===== src/rtl/sincos_pkg.sv =====
// rtl/sincos_pkg.sv - shared constants, tag type and cos pre-rotation for sincos_sched
package sincos_pkg;

  localparam int FRAC_BITS = 16;
  localparam int INT_BITS  = 20;
  localparam int ANGLE_W   = INT_BITS + FRAC_BITS;
  localparam int TAG_ID_W  = 8;

  localparam logic signed [ANGLE_W-1:0] PI_Q16      = 36'sd205887;
  localparam logic signed [ANGLE_W-1:0] HALF_PI_Q16 = 36'sd102944;
  localparam logic signed [ANGLE_W-1:0] TWO_PI_Q16  = 36'sd411775;

  typedef struct packed {
    logic                valid;
    logic [TAG_ID_W-1:0] id;
    logic                cos;
  } sincos_tag_t;

  // cos(a) = sin(a + pi/2), folded back into [-pi, pi]
  function automatic logic signed [ANGLE_W-1:0] cos_shift(input logic signed [ANGLE_W-1:0] a);
    logic signed [ANGLE_W-1:0] b;
    b = a + HALF_PI_Q16;
    if (b > PI_Q16) b = b - TWO_PI_Q16;
    return b;
  endfunction

endpackage


===== src/rtl/rr_arbiter.sv =====
// rtl/rr_arbiter.sv - round-robin one-hot arbiter, search starts at the entry after the last grant
module rr_arbiter #(
  parameter int N_REQ = 4
) (
  input  logic             clk,
  input  logic             rst,
  input  logic [N_REQ-1:0] req,
  input  logic             en,
  output logic [N_REQ-1:0] grant
);

  localparam int PW = (N_REQ > 1) ? $clog2(N_REQ) : 1;

  logic [PW-1:0] r_ptr;
  logic [PW-1:0] w_next;
  logic          w_hit;
  int            w_idx;

  always_comb begin
    grant  = '0;
    w_hit  = 1'b0;
    w_next = r_ptr;
    w_idx  = 0;
    for (int i = 0; i < N_REQ; i++) begin
      w_idx = int'(r_ptr) + i;
      if (w_idx >= N_REQ) w_idx = w_idx - N_REQ;
      if (en && !w_hit && req[w_idx]) begin
        grant[w_idx] = 1'b1;
        w_hit        = 1'b1;
        w_next       = (w_idx == N_REQ - 1) ? '0 : PW'(w_idx + 1);
      end
    end
  end

  always_ff @(posedge clk) begin
    if (rst) begin
      r_ptr <= '0;
    end else if (w_hit) begin
      r_ptr <= w_next;
    end
  end

endmodule


===== src/rtl/sincos_sched.sv =====
// rtl/sincos_sched.sv - shares one pipelined sin unit among N_REQ requesters
// Tags travel beside the sin pipeline; the whole unit freezes while a response is refused.
module sincos_sched
  import sincos_pkg::*;
#(
  parameter int N_REQ   = 4,
  parameter int SIN_LAT = 16,
  parameter int ID_W    = $clog2(N_REQ)
) (
  input  logic                            clk,
  input  logic                            rst,
  input  logic [N_REQ-1:0]                req_valid,
  output logic [N_REQ-1:0]                req_ready,
  input  logic [N_REQ-1:0][ANGLE_W-1:0]   req_angle,
  input  logic [N_REQ-1:0]                req_cos,
  output logic                            sin_en,
  output logic [ANGLE_W-1:0]              sin_angle,
  input  logic [ANGLE_W-1:0]              sin_result,
  output logic                            rsp_valid,
  input  logic                            rsp_ready,
  output logic [ID_W-1:0]                 rsp_id,
  output logic                            rsp_cos,
  output logic [ANGLE_W-1:0]              rsp_data,
  output logic                            busy
);

  logic                      w_adv;
  logic                      w_arb_en;
  logic [N_REQ-1:0]          w_grant;
  logic                      w_any;
  logic [ID_W-1:0]           w_gid;
  logic                      w_gcos;
  logic signed [ANGLE_W-1:0] w_gangle;
  logic signed [ANGLE_W-1:0] w_issue_angle;
  logic                      w_busy;

  sincos_tag_t               r_tag [0:SIN_LAT];
  logic [ANGLE_W-1:0]        r_angle;

  rr_arbiter #(.N_REQ(N_REQ)) u_arb (
    .clk   (clk),
    .rst   (rst),
    .req   (req_valid),
    .en    (w_arb_en),
    .grant (w_grant)
  );

  always_comb begin
    w_gid    = '0;
    w_gcos   = 1'b0;
    w_gangle = '0;
    for (int i = 0; i < N_REQ; i++) begin
      if (w_grant[i]) begin
        w_gid    = ID_W'(i);
        w_gcos   = req_cos[i];
        w_gangle = req_angle[i];
      end
    end
  end

  assign w_any         = |w_grant;
  assign w_issue_angle = w_gcos ? cos_shift(w_gangle) : w_gangle;

  // Slot 0 pairs its tag with the angle presented to the sin unit
  always_ff @(posedge clk) begin
    if (rst) begin
      for (int k = 0; k <= SIN_LAT; k++) r_tag[k] <= '0;
      r_angle <= '0;
    end else if (w_adv) begin
      r_tag[0] <= '{valid: w_any, id: TAG_ID_W'(w_gid), cos: w_gcos};
      r_angle  <= w_any ? w_issue_angle : '0;
      for (int k = 1; k <= SIN_LAT; k++) r_tag[k] <= r_tag[k-1];
    end
  end

  always_comb begin
    w_busy = 1'b0;
    for (int k = 0; k <= SIN_LAT; k++) w_busy = w_busy | r_tag[k].valid;
  end

  assign rsp_valid = r_tag[SIN_LAT].valid & ~rst;
  assign rsp_id    = rst ? '0 : r_tag[SIN_LAT].id[ID_W-1:0];
  assign rsp_cos   = r_tag[SIN_LAT].cos & ~rst;
  assign rsp_data  = sin_result;
  assign w_adv     = ~(rsp_valid & ~rsp_ready);
  assign w_arb_en  = w_adv & ~rst;
  assign sin_en    = w_adv;
  assign req_ready = w_grant;
  assign sin_angle = r_angle;
  assign busy      = w_busy & ~rst;

endmodule


===== config.mk =====
export PLATFORM = sky130hd
export DESIGN_NAME = sincos_sched
export DESIGN_NICKNAME = d
export VERILOG_FILES = /design/src/rtl/sincos_pkg.sv /design/src/rtl/rr_arbiter.sv /design/src/rtl/sincos_sched.sv
export SDC_FILE = /design/constraint.sdc
export NUM_CORES = 1
export LEC_CHECK = 0
export ABC_AREA = 1
export ABC_CLOCK_PERIOD_IN_PS = 4900
export CORE_AREA = 5 5 143 145
export CTS_CLUSTER_SIZE = 14
export DETAILED_ROUTE_END_ITERATION = 12
export DIE_AREA = 0 0 148 150
export PLACE_DENSITY_LB_ADDON = 0.25
export SETUP_SLACK_MARGIN = 0.05
export SYNTH_ARGS = -nofsm -noshare
export SYNTH_HDL_FRONTEND = slang
export SYNTH_SLANG_ARGS = --single-unit

===== constraint.sdc =====
create_clock -name clk -period 4.9 [get_ports clk]
set_clock_uncertainty 0.2 [all_clocks]
set_input_delay 0.735 -clock clk [delete_from_list [all_inputs] [get_ports clk]]
set_output_delay 0.735 -clock clk [all_outputs]
set_load 0.02 [all_outputs]

=== After elaboration in Yosys (flattened, before gate mapping) ===
Memory sizes are Yosys's and may differ from the RTL's.
Cells that the tools add are included.

* Reductions and logical operators: 17
* Bitwise gates (word level): 44
* Mux-type cells: 77
* Order comparisons: 13
* Equality and inequality tests: 4
* Add/subtract/negate cells: 13

{| class="wikitable"
|+ Operators with widths
! kind !! number
|-
| 36-bit 2-to-1 mux || 7
|-
| 10-bit 2-to-1 mux || 17
|-
| 32-bit by 3-bit == test with 1-bit output, second input constant || 4
|-
| 32-bit by 1-bit >= comparator with 1-bit output, second input constant || 4
|-
| 32-bit by 4-bit < comparator with 1-bit output, second input constant || 4
|-
| 32-bit 2-to-1 mux || 4
|-
| 32-bit by 4-bit >= comparator with 1-bit output, second input constant || 3
|-
| 32-bit by 4-bit subtractor with 32-bit output, second input constant || 3
|-
| 36-bit by 18-bit adder with 36-bit output, second input constant || 1
|-
| 36-bit by 19-bit greater-than comparator with 1-bit output, second input constant || 1
|-
| 36-bit by 20-bit subtractor with 36-bit output, second input constant || 1
|-
| 1-bit bitwise OR || 33
|-
| 1-bit 2-to-1 mux || 26
|-
| 2-bit 2-to-1 mux || 11
|-
| 4-bit 2-to-1 mux || 4
|-
| 4-bit bitwise OR || 3
|-
| 1-bit logical AND || 11
|-
| 2-bit adder, second input constant || 4
|-
| 1-bit binary-select mux with 2-bit select || 4
|-
| 1-bit demux with 2-bit select || 4
|-
| 2-bit by 2-bit adder with 3-bit output, second input constant || 2
|-
| 1-bit bitwise AND || 5
|-
| 4-bit nonzero test || 1
|-
| 4-bit OR reduction || 1
|-
| other kinds (6) || 10
|}

* Flip-flop bits (word level): 38
* Bits of input ports: 191
* Memories: 1
* Memory bits (writable): 170

{| class="wikitable"
|+ Memory list
! memory !! words !! bits a word !! rd ports !! clocked after Yosys merged registers in !! wr ports !! line !! RTL
|-
| r_tag || 17 || 10 || 17 || 0 || 17 || sincos_sched.sv:37 || <nowiki>sincos_tag_t r_tag [0:SIN_LAT];</nowiki>
|}

=== Logic depth before layout (Yosys ltp) ===
* Depth after elaboration: 28
* Mapped depth: 40
* Gate-level depth less buffers: 36

=== Cells and area by module ===
From an unflattened synthesis, not the netlist that was laid out.

* Cell total of the unflattened synthesis: 1,477
* Area, all modules: 9,313.9 sq um

{| class="wikitable"
|+ By module, submodules not included
! module !! cells an instance !! area an instance (sq um) !! times used
|-
| sincos_sched || 1,389 || 8,755.9 || 1
|-
| rr_arbiter || 88 || 558.0 || 1
|}

=== Least setup slack after synthesis ===
Ideal clock, no wire load.

* Kind: register -> register
* Start point: register u_arb.r_ptr[0]
* End point: register r_angle[28] (netlist: sin_angle[28])
* Data required time: 4.588 ns
* Arrival: 4.096 ns
* Cell stages (with the launch flop): 37
* Library setup time: 0.112 ns
* Setup slack: 0.492 ns
* Cell sequence: dfxtp_1 buf_6 inv_4 ha_1 inv_1 nand3_2 nand2_2 nand3_2 nor3_1 nor2_2 nand2_2 inv_2 buf_6 buf_6 nand3_1 nand2_1 nand2_1 nand2_2 ha_1 xnor2_1 nand2_1 nor2_1 nand2_1 nand2_1 nand2_1 nand2_1 nand2_1 nand2_2 nand2_1 nor2_1 nand2_1 nand2_1 nand2_1 nand2_1 nand2_1 nand2_1 nand2_1

* Cells in the longest elaborated chain, start to end: 28

{| class="wikitable"
|+ RTL lines
! element !! line !! RTL
|-
| start: declaration || rr_arbiter.sv:14 || <nowiki>logic [PW-1:0] r_ptr;</nowiki>
|-
| start signal: assignment || rr_arbiter.sv:39 || <nowiki>r_ptr <= w_next;</nowiki>
|-
| parallel branches: the longest is 18 deep, another holds 32-bit by 4-bit subtractor with 32-bit output || - ||
|-
| 4-bit 2-to-1 mux (*) || rr_arbiter.sv:27 || <nowiki>if (en && !w_hit && req[w_idx]) begin</nowiki>
|-
| 36-bit 2-to-1 mux (4 in series) || sincos_sched.sv:53 || <nowiki>if (w_grant[i]) begin</nowiki>
|-
| 36-bit by 18-bit adder with 36-bit output || sincos_pkg.sv:22 || <nowiki>b = a + HALF_PI_Q16;</nowiki>
|-
| 36-bit by 20-bit subtractor with 36-bit output or 36-bit by 19-bit greater-than comparator with 1-bit output (tied branches) || sincos_pkg.sv:23 || <nowiki>if (b > PI_Q16) b = b - TWO_PI_Q16;</nowiki>
|-
| 36-bit 2-to-1 mux || sincos_pkg.sv:23 ||
|-
| 36-bit 2-to-1 mux || sincos_sched.sv:62 || <nowiki>assign w_issue_angle = w_gcos ? cos_shift(w_gangle) : w_gangle;</nowiki>
|-
| 36-bit 2-to-1 mux (*) || sincos_sched.sv:71 || <nowiki>r_angle <= w_any ? w_issue_angle : '0;</nowiki>
|-
| end signal: assignment || sincos_sched.sv:71 ||
|-
| end: declaration || sincos_sched.sv:38 || <nowiki>logic [ANGLE_W-1:0] r_angle;</nowiki>
|}

Every way passes the cells marked *. The select of a mux whose other input is x is not followed.
A chain may end at the register's enable or synchronous reset.

=== Final worst setup path ===
* Start point: input port rsp_ready
* End point: register r_angle[0] (netlist: sin_angle[0])

* Cells in the longest elaborated chain, start to end: 27

{| class="wikitable"
|+ RTL lines
! element !! line !! RTL
|-
| start: declaration || sincos_sched.sv:20 || <nowiki>input logic rsp_ready,</nowiki>
|-
| 1-bit inverter (*) || sincos_sched.sv:85 || <nowiki>assign w_adv = ~(rsp_valid & ~rsp_ready);</nowiki>
|-
| 1-bit bitwise AND (*) || sincos_sched.sv:85 ||
|-
| 1-bit inverter || sincos_sched.sv:85 ||
|-
| 1-bit bitwise AND || sincos_sched.sv:86 || <nowiki>assign w_arb_en = w_adv & ~rst;</nowiki>
|-
| 1-bit logical AND || rr_arbiter.sv:27 ||
|-
| 1-bit 2-to-1 mux || rr_arbiter.sv:27 ||
|-
| 1-bit logical NOT || rr_arbiter.sv:27 ||
|-
| 1-bit logical AND (2 in series) || rr_arbiter.sv:27 ||
|-
| (+6 left out) || - ||
|-
| 1-bit logical AND (2 in series) || rr_arbiter.sv:27 ||
|-
| 4-bit 2-to-1 mux || rr_arbiter.sv:27 ||
|-
| 36-bit 2-to-1 mux (4 in series) || sincos_sched.sv:53 ||
|-
| 36-bit by 18-bit adder with 36-bit output || sincos_pkg.sv:22 ||
|-
| 36-bit by 20-bit subtractor with 36-bit output or 36-bit by 19-bit greater-than comparator with 1-bit output (tied branches) || sincos_pkg.sv:23 ||
|-
| 36-bit 2-to-1 mux || sincos_pkg.sv:23 ||
|-
| 36-bit 2-to-1 mux || sincos_sched.sv:62 ||
|-
| 36-bit 2-to-1 mux || sincos_sched.sv:71 ||
|}

Every way passes the cells marked *; elsewhere a longest branch is shown, timed or not.

==> impl_metrics.json <==
{
  "yosysUniqueCellTypes": 46,
  "final_min_period_over_clock_period": 0.982,
  "maxCapViolCount": 0,
  "h-tree-depth": 3,
  "globalplace.congestion": 1.02,
  "ir_drop_uv": 413,
  "core_mm2": 0.0191,
  "crit_arrival_ns": 4.86,
  "finalMaxSlewViolations": 0,
  "cts_sinks": 106,
  "synth_top_area_frac": 0.237,
  "area_growth_pct": 48.1,
  "crit_buf_inv": 6,
  "final_core_util": 0.709,
  "rows": 51,
  "tightest_slew_ns": 1.06,
  "syn_nets": 1657,
  "dp_slack_ns": -0.191,
  "synth-edff-count": 68,
  "vias": 10404,
  "die_w_um": 148,
  "drt-total-wl_um": 32500,
  "fin_ws_ns": 0.0883,
  "cts_tree": "done",
  "seqCellArea_mm2": 0.00280,
  "clk_latency_ns": 0.35,
  "synthTopCellsByArea": "nand2_1, edfxtp_1, dfxtp_1",
  "crit_path_start_kind": "input port",
  "cpMaxStageDelayCell": "clkdlybuf4s50_1",
  "antenna_left": 0,
  "cp_max_fo": 7,
  "via_per_inst": 5.08,
  "diodes": 0,
  "cp_num_cells": 29,
  "whs_path_depth": 2,
  "root_buffer": "clkbuf_16",
  "synth-warning-count": 0,
  "grt_pass1_wl_um": 47900,
  "nFillCells": 1618,
  "netlist_top_cells_count": "nand2_1, nor2_1, inv_1, nand3_1, edfxtp_1",
  "die-height_um": 150,
  "grt_max_degree": 66,
  "setup.worst_path.class": "input port to flip-flop",
  "synth_area_leader_cell": "nand2_1",
  "drc": 0,
  "start_util": 0.479,
  "leakagePower_nw": 6.47,
  "grt_usage": 0.269,
  "firstDrtPassIters": 6,
  "layout_min_cycle_time_ns": 4.81,
  "drive_gt1_frac": 0.245,
  "grt_pass1_vias": 9513,
  "ys_ff_latch": 106,
  "antenna_found_initial": 0,
  "r2r_cells": 31,
  "clock_path_buffers": 2,
  "synth_top_flop_cell": "edfxtp_1",
  "syn_area_mm2": 0.00914,
  "ys_seq_area_frac": 0.307,
  "finalSetupViolCount": 0,
  "r2r_slack_ns": 0.17,
  "synth_cells": 1456,
  "crit_path_end_kind": "flip-flop",
  "min-delay-path-class": "flip-flop to flip-flop",
  "fin_nets": 2007,
  "overflow": 0,
  "cts_buffers": 9,
  "wl_per_cell_um": 15.8,
  "multi_input_area_mm2": 0.00556,
  "power_density_mw_per_mm2": 814,
  "syn_area_per_cell_um2": 6.27,
  "final_hold_viol_count": 0,
  "place_hpwl_um": 25000,
  "synth.most_common_cell": "nand2_1",
  "critPathMaxStageDelay_ns": 0.49,
  "required_ns": 4.95,
  "grt_setup_unrepaired": "yes",
  "worst_path_dominant_cell_family": "simple AND/OR/NAND/NOR gates",
  "io_buffers": 200,
  "slew_headroom": 0.289,
  "status": "finished clean",
  "dieArea_mm2": 0.0222,
  "cts.clk_slew.worst_paths_ns": 0.08,
  "synthArstFlopShare": 0,
  "drt-initial-drc-count": 798,
  "io_pins": 273,
  "max_freq_mhz": 208
}
-- registers in the layout, summed over array words and instances (netlist names) --
| signal | cells |
|---|---|
| sin_angle | 36 |
| u_arb.r_ptr | 2 |
| r_tag | 68 |
-- power breakdown --
part | switching, mW | leakage, nW | internal, mW | total [mW]
registers | 0.0970 | 1.15 | 1.15 | 1.24
clock network | 0.353 | 0.138 | 0.358 | 0.711
logic | 5.18 | 5.18 | 3.87 | 9.05
-- path summary, 6_finish.rpt --
check / start / endpoint
hold / removal: sin_angle[18]$_SDFFE_PP0N_ / sin_angle[18]$_SDFFE_PP0N_
setup reg to reg: u_arb.r_ptr[0]$_SDFFE_PP0P_ / sin_angle[0]$_SDFFE_PP0N_
setup / recovery: rsp_ready / sin_angle[0]$_SDFFE_PP0N_
hold reg to reg: sin_angle[18]$_SDFFE_PP0N_ / sin_angle[18]$_SDFFE_PP0N_
-- layout by cell type, fill, tap and decap left out, types with 7 or more instances in the layout --
cell / count
nand2_1: 538
clkdlybuf4s50_1: 200
buf_4: 200
nor2_1: 156
inv_1: 134
nand3_1: 101
nand2_2: 68
edfxtp_1: 68
dfxtp_1: 37
a21oi_1: 33
nor2_2: 27
nand4_1: 23
nor2_4: 22
inv_2: 19
nand2_4: 16
clkbuf_16: 15
nand3_2: 14
xor2_1: 13
o21ai_0: 11
buf_12: 11
nor3_1: 10
a21oi_2: 8
buf_6: 8
nand3_4: 7
o21ai_1: 7
ha_1: 7
-- logic make-up (layout without fill, tap and decap cells) --
| logic type | count (synthesis) | after routing | synth area share |
|---|---|---|---|
| buffers and inverters | 248 | 602 | 0.139 |
| DFF | 106 | 106 | 0.307 |
| xor gates and xnor gates | 21 | 21 | 0.0201 |
| adders and majority gates | 10 | 10 | 0.0137 |
| AOI/OAI and AO/OA | 73 | 73 | 0.0470 |
| and+or+nand+nor | 998 | 999 | 0.473 |
-- tightest hold or removal path: cells and delay by family (launching register included) --
family           cells  cell delay [ns]
and+or+nand+nor      2             0.11
DFF                  1             0.31
-- routing by layer --
layer	routed length, um	track usage	up-vias	share of wire
li1	-	-	5231	-
met1	13500	0.335	4687	0.42
met2	15500	0.460	412	0.48
met3	2310	0.0563	74	0.071
met4	1120	0.102	0	0.034
met5	0	0	-	0
-- per-stage QoR --
step / hold WS, ns / setup TNS [ns] / cell area, um^2 / power (mW) / std cells
floorplan: 0.319 / 0 / 9140 / 5.93 / 1456
global placement: 0.235 / -0.532 / 12400 / 9.16 / 2009
detailed placement: 0.239 / -4.71 / 12400 / 9.27 / 2009
CTS: 0.254 / 0 / 12700 / 10.0 / 2025
global route: 0.266 / -1.86 / 13500 / 11.9 / 2049
finish: 0.252 / 0 / 13500 / 11.0 / 2049
-- final cells by class --
| cell class | count | area share |
|---|---|---|
| clock buffer | 10 | 0.0169 |
| clock inverter | 6 | 0.00416 |
| inverter | 161 | 0.0454 |
| multi-input combinational | 1103 | 0.411 |
| sequential | 106 | 0.207 |
| tap | 238 | 0.0220 |
| timing repair buffer | 425 | 0.293 |
-- timing repair --
item,4_1_cts,5_1_grt
setup endpoints to repair,0,36
buffers inserted,0,16
resized for setup,0,140
endpoints found under the hold margin,0,0
hold buffers,0,0
(Power assumes the default switching activity.)
